<file path="config.mk">
export PLATFORM = sky130hd
export DESIGN_NAME = ov5640_cfg_sequencer
export DESIGN_NICKNAME = d
export VERILOG_FILES = /design/src/rtl/ov5640_cfg_sequencer_pkg.sv /design/src/rtl/ov5640_cfg_sequencer_delay_timer.sv /design/src/rtl/ov5640_cfg_sequencer.sv
export SDC_FILE = /design/constraint.sdc
export NUM_CORES = 1
export LEC_CHECK = 0
export CAP_MARGIN = 20
export CORE_ASPECT_RATIO = 1.2
export CORE_UTILIZATION = 51
export CTS_CLUSTER_SIZE = 14
export DETAILED_ROUTE_END_ITERATION = 8
export PLACE_DENSITY = 0.78
export SLEW_MARGIN = 5
export SYNTH_ARGS = -nofsm -noshare
export SYNTH_HDL_FRONTEND = slang
export SYNTH_HIERARCHICAL = 1
export SYNTH_SLANG_ARGS = --single-unit
</file>
<file path="constraint.sdc">
create_clock -name clk -period 3.89 [get_ports clk]
set_input_delay 0.778 -clock clk [delete_from_list [all_inputs] [get_ports clk]]
set_output_delay 0.778 -clock clk [all_outputs]
set_load 0.01 [all_outputs]
</file>
<file path="src/rtl/ov5640_cfg_sequencer_pkg.sv">
// Shared definitions for the OV5640 register-table sequencer.
// Holds the FSM encoding and the special register-address markers.
package ov5640_cfg_sequencer_pkg;

  typedef enum logic [3:0] {
    ST_IDLE,
    ST_FETCH,
    ST_ROMWAIT,
    ST_DECODE,
    ST_WRITE,
    ST_DELAY,
    ST_NEXT,
    ST_DONE,
    ST_ERR
  } state_t;

  localparam logic [15:0] DELAY_MARK = 16'hFFFF;
  localparam logic [15:0] END_MARK   = 16'hFFFE;

endpackage

</file>
<file path="src/rtl/ov5640_cfg_sequencer_delay_timer.sv">
// Millisecond down-counter for delay entries: load ms*TICKS_PER_MS, count while
// enabled, and expire once the final cycle of the wait is reached.
module cfg_delay_timer #(
  parameter int TICKS_PER_MS = 50000
) (
  input  logic       clk,
  input  logic       reset,
  input  logic       i_load,
  input  logic [7:0] i_ms,
  input  logic       i_count,
  output logic       o_expire
);

  logic [31:0] r_cnt;
  logic [31:0] w_load;

  assign w_load = 32'(i_ms) * 32'(TICKS_PER_MS);

  always_ff @(posedge clk) begin
    if (reset)                         r_cnt <= '0;
    else if (i_load)                   r_cnt <= w_load;
    else if (i_count && r_cnt != '0)   r_cnt <= r_cnt - 32'd1;
  end

  // A load of N gives exactly N counting cycles; a load of 0 behaves like 1.
  assign o_expire = (r_cnt <= 32'd1);

endmodule

</file>
<file path="src/rtl/ov5640_cfg_sequencer.sv">
// Walks an external register table ({addr16, data8} entries) per profile and
// issues SCCB writes, millisecond delays and retries until an end marker.
module ov5640_cfg_sequencer
  import ov5640_cfg_sequencer_pkg::*;
#(
  parameter int INDEX_WIDTH  = 8,
  parameter int PROFILE_BITS = 1,
  parameter int TICKS_PER_MS = 50000,
  parameter int MAX_RETRY    = 3
) (
  input  logic                              clk,
  input  logic                              reset,
  input  logic                              start,
  input  logic [PROFILE_BITS-1:0]           profile_sel,
  output logic [PROFILE_BITS+INDEX_WIDTH-1:0] rom_addr,
  input  logic [23:0]                       rom_q,
  output logic                              wr_req,
  output logic [15:0]                       wr_addr,
  output logic [7:0]                        wr_data,
  input  logic                              wr_ack,
  input  logic                              wr_nack,
  output logic                              busy,
  output logic                              done,
  output logic                              error,
  output logic [INDEX_WIDTH-1:0]            fail_index
);

  state_t                    r_state, w_next;
  logic [PROFILE_BITS-1:0]   r_profile;
  logic [INDEX_WIDTH-1:0]    r_index;
  logic [7:0]                r_retry;
  logic [15:0]               r_wr_addr;
  logic [7:0]                r_wr_data;
  logic [INDEX_WIDTH-1:0]    r_fail_index;

  logic w_start_ok, w_last, w_is_end, w_is_delay, w_retry_max, w_expire;

  assign w_start_ok  = start && (r_state inside {ST_IDLE, ST_DONE, ST_ERR});
  assign w_last      = (r_index == {INDEX_WIDTH{1'b1}});
  assign w_is_end    = (rom_q[23:8] == END_MARK);
  assign w_is_delay  = (rom_q[23:8] == DELAY_MARK);
  assign w_retry_max = (r_retry == 8'(MAX_RETRY));

  cfg_delay_timer #(.TICKS_PER_MS(TICKS_PER_MS)) u_timer (
    .clk      (clk),
    .reset    (reset),
    .i_load   (r_state == ST_DECODE && w_is_delay),
    .i_ms     (rom_q[7:0]),
    .i_count  (r_state == ST_DELAY),
    .o_expire (w_expire)
  );

  always_ff @(posedge clk) begin
    if (reset) r_state <= ST_IDLE;
    else       r_state <= w_next;
  end

  // A NACK re-enters DECODE: rom_addr is unchanged so rom_q still holds the
  // same entry, and the DECODE cycle doubles as the one-cycle request gap.
  always_comb begin
    w_next = r_state;
    unique case (r_state)
      ST_IDLE, ST_DONE, ST_ERR: if (start) w_next = ST_FETCH;
      ST_FETCH:   w_next = ST_ROMWAIT;
      ST_ROMWAIT: w_next = ST_DECODE;
      ST_DECODE: begin
        if (w_is_end)        w_next = ST_DONE;
        else if (w_is_delay) w_next = ST_DELAY;
        else                 w_next = ST_WRITE;
      end
      ST_WRITE: begin
        if (wr_nack)     w_next = w_retry_max ? ST_ERR : ST_DECODE;
        else if (wr_ack) w_next = ST_NEXT;
      end
      ST_DELAY: if (w_expire) w_next = ST_NEXT;
      ST_NEXT:  w_next = w_last ? ST_DONE : ST_FETCH;
      default:  w_next = ST_IDLE;
    endcase
  end

  always_comb begin
    wr_req = 1'b0;
    busy   = 1'b0;
    done   = 1'b0;
    error  = 1'b0;
    unique case (r_state)
      ST_WRITE: begin wr_req = 1'b1; busy = 1'b1; end
      ST_FETCH, ST_ROMWAIT, ST_DECODE, ST_DELAY, ST_NEXT: busy = 1'b1;
      ST_DONE:  done  = 1'b1;
      ST_ERR:   error = 1'b1;
      default: ;
    endcase
  end

  always_ff @(posedge clk) begin
    if (reset) begin
      r_profile    <= '0;
      r_index      <= '0;
      r_retry      <= '0;
      r_wr_addr    <= '0;
      r_wr_data    <= '0;
      r_fail_index <= '0;
    end else begin
      if (w_start_ok) begin
        r_profile    <= profile_sel;
        r_index      <= '0;
        r_retry      <= '0;
        r_fail_index <= '0;
      end
      if (r_state == ST_NEXT) begin
        r_retry <= '0;
        if (!w_last) r_index <= r_index + 1'b1;
      end
      if (r_state == ST_DECODE && !w_is_end && !w_is_delay) begin
        r_wr_addr <= rom_q[23:8];
        r_wr_data <= rom_q[7:0];
      end
      if (r_state == ST_WRITE && wr_nack) begin
        if (w_retry_max) r_fail_index <= r_index;
        else             r_retry      <= r_retry + 8'd1;
      end
    end
  end

  assign rom_addr   = {r_profile, r_index};
  assign wr_addr    = r_wr_addr;
  assign wr_data    = r_wr_data;
  assign fail_index = r_fail_index;

endmodule

</file>
==> impl_metrics.json <==
{
  "status": "completed",
  "drv_cap": 0,
  "drt_pass1_iterations": 5,
  "fp.dieH_um": 119,
  "htreeDepth": 3,
  "start_util_pct": 52.3,
  "avgSynthCellArea_um2": 9.05,
  "p_int_w": 0.00208,
  "synth_edf_count": 0,
  "min_from": "wr_data[2]",
  "p_seq_share_pct": 30.4,
  "fin_crit_sh_pct": 99.5,
  "setup_viol": 0,
  "place.gp.congestion": 0.898,
  "synth_area_um2": 5770,
  "cp.required_ps": 4090,
  "stdcell_count": 892,
  "synthCells": 638,
  "rr_endpoint": "u_timer/r_cnt[14]",
  "dp_cells": 871,
  "grt_pass1_wl_um": 24300,
  "drt_iter0_drc": 240,
  "num_vias": 5263,
  "antenna_cells": 0,
  "peakVddDrop_mv": 0.302,
  "hold_viol": 0,
  "reg2reg_slack_ps": 970,
  "area_growth_pct": 28.5,
  "post_drt_via_cell_ratio": 5.90,
  "root_buffer": "clkbuf_16",
  "switching_share_pct": 34.1,
  "yosys_warnings": 6,
  "path_clk_slew_ps": 70,
  "slew_viol_final": 0,
  "worstMarginPinSlew_ps": 855,
  "dp_hpwl_um": 10500,
  "final_cell_mix": "nor2_1 (98), dfxtp_1 (85), clkdlybuf4s50_1 (65)",
  "synth.distinct_cells": 77,
  "nFillCells": 806,
  "hold_path_depth": 2,
  "cts_num_sinks": 85,
  "switching_power_w": 0.00108,
  "fmax_mhz": 258,
  "layout_commonest_cell": "nor2_1",
  "post-route-min-period_ps": 3870,
  "cts_buffer_depth": 2,
  "final_core_util_pct": 67.2,
  "routed_wl_um": 15100,
  "comb_power_share_pct": 41.2,
  "gr-total-overflow": 0,
  "min_path_type": "flip-flop to flip-flop",
  "total_power_w": 0.00316,
  "worstSetupPathType": "input port to flip-flop",
  "powerDensity_nw_per_um2": 425,
  "ys_async_sr_fraction_pct": 0,
  "relSlewSlack_pct": 43.0,
  "antenna_found_initial": 0,
  "grt_pass1_vias": 5329,
  "syn_nets": 737,
  "cp.arrival_ps": 4070,
  "pre_cts_slack_ps": -722,
  "gr-usage-all-layers_pct": 25.4,
  "clock_skew_ps": 7.40,
  "holdPathEnd": "wr_data[2]",
  "cts_tree": "yes",
  "p_leak_nw": 3.01,
  "coreArea_um2": 11000,
  "reg2regPathDepth": 7,
  "die-area_um2": 11700,
  "reg2reg_from": "r_state[2]",
  "drc_errors": 0,
  "fp.dieW_um": 99.1,
  "worstSkewPairLatency_ps": 340,
  "worst_slack_ps": 18.4,
  "worst_setup_path_end_kind": "flip-flop",
  "post_route_cells_drive_above_1_share_pct": 18.4,
  "start_kind": "input port",
  "yosysSeqAreaShare_pct": 29.5,
  "ant_nets": 0,
  "grt_max_degree": 36,
  "synth_seq_cells": 85,
  "p_clk_share_pct": 28.4,
  "io_buffers": 74,
  "ys.flop_type": "dfxtp_1",
  "cts_buffers": 9,
  "final_nets": 854,
  "std_cell_rows": 42,
  "wl_per_cell_um": 16.9,
  "crit_fanout": 4,
  "top_level_ports": 75
}
==> layout make-up <==
cell class | count | area [um2] | area share, %
clock inverters | 6 | 80.1 | 1.08
repair buffers | 133 | 1160 | 15.7
well taps | 132 | 165 | 2.23
flip-flops and latches | 85 | 1700 | 22.9
inverters | 26 | 97.6 | 1.32
clock buffers | 10 | 229 | 3.09
multi-input cells | 500 | 3980 | 53.7
==> sequential cells by signal, summed over array words and instances (netlist names) <==
register,count
u_timer/r_cnt,32
wr_addr,16
fail_index,8
r_index,8
r_retry,8
wr_data,8
r_state,4
r_profile,1
==> per-layer routing <==
| metal | vias up | GRT usage, % | share of wire [%] | routed length (um) |
|---|---|---|---|---|
| met1 | 2546 | 29.5 | 42 | 6370 |
| met3 | 29 | 4.97 | 4.6 | 700 |
| met4 | 0 | 9.19 | 2.2 | 334 |
| met2 | 150 | 45.8 | 51 | 7670 |
| li1 | 2538 | - | - | - |
| met5 | - | 0 | 0 | 0 |
==> power by group through the flow <==
stage	Clock, W	Combinational [W]	Sequential [W]
floorplan	0	0.000726	0.000961
global placement	0	0.00109	0.000975
detailed placement	0	0.00111	0.000977
CTS	0.000906	0.00121	0.000959
global route	0.000940	0.00140	0.000967
finish	0.000896	0.00130	0.000960
==> critical path, stage by stage <==
cell	delay, ps
dlygate4sd2_1	260
ha_1	270
inv_1	40
ha_2	190
fa_1	630
fa_2	500
ha_4	280
a41oi_2	190
o21ai_2	80
or4_1	420
o22ai_2	150
mux2i_1	210
a211oi_1	60
==> worst max path at each step <==
stage | slack (ps) | start | depth (start not counted) | to
floorplan | -3 | rom_q[6] | 13 | u_timer/r_cnt[20]
global placement | -680 | rom_q[4] | 14 | u_timer/r_cnt[22]
detailed placement | -720 | rom_q[4] | 14 | u_timer/r_cnt[22]
CTS | 7 | rom_q[7] | 13 | u_timer/r_cnt[20]
global route | -120 | rom_q[7] | 14 | u_timer/r_cnt[18]
finish | 20 | rom_q[7] | 13 | u_timer/r_cnt[20]
==> kinds of logic after synthesis <==
family	share of synthesized area, %
AOI/OAI and AO/OA	13.7
xor gates and xnor gates	7.13
adders and majority gates	16.5
buffers and inverters	5.81
DFF	29.5
muxes	5.22
and+or+nand+nor	22.1
==> synthesized netlist by cell type, drive strengths merged (7+ instances only) <==
master / n / area [um2]
nand2: 24 / 90.1
xnor2: 19 / 166
a21oi: 37 / 185
inv: 26 / 97.6
nor2: 99 / 374
or4: 7 / 67.6
mux2i: 29 / 290
xor2: 28 / 245
a21o: 7 / 52.6
a22oi: 8 / 60.1
a211oi: 15 / 118
fa: 12 / 240
nand4: 13 / 81.3
dfxtp: 85 / 1700
ha: 57 / 713
nand3: 18 / 90.1
clkbuf: 11 / 46.3
buf: 12 / 128
nor3: 18 / 100
o21ai: 15 / 75.1
nor4: 12 / 90.1
==> per-stage QoR <==
stage               instance area (um2)  TNS, ps  hold WS (ps)
global route                       7420     -479           528
detailed placement                 6880    -6710           483
CTS                                7360        0           505
finish                             7420        0           497
global placement                   6880    -5820           471
floorplan                          5800    -6.01           462
==> timing repair <==
| action | in CTS | in global routing |
|---|---|---|
| pin swaps | 17 | 13 |
| endpoints found under the hold margin | 0 | 0 |
| hold buffers | 0 | 0 |
| gates resized for setup | 32 | 17 |
| endpoints found under the setup margin | 11 | 9 |
| setup buffers | 3 | 2 |
No activity file was read; power rests on OpenSTA's default activity.
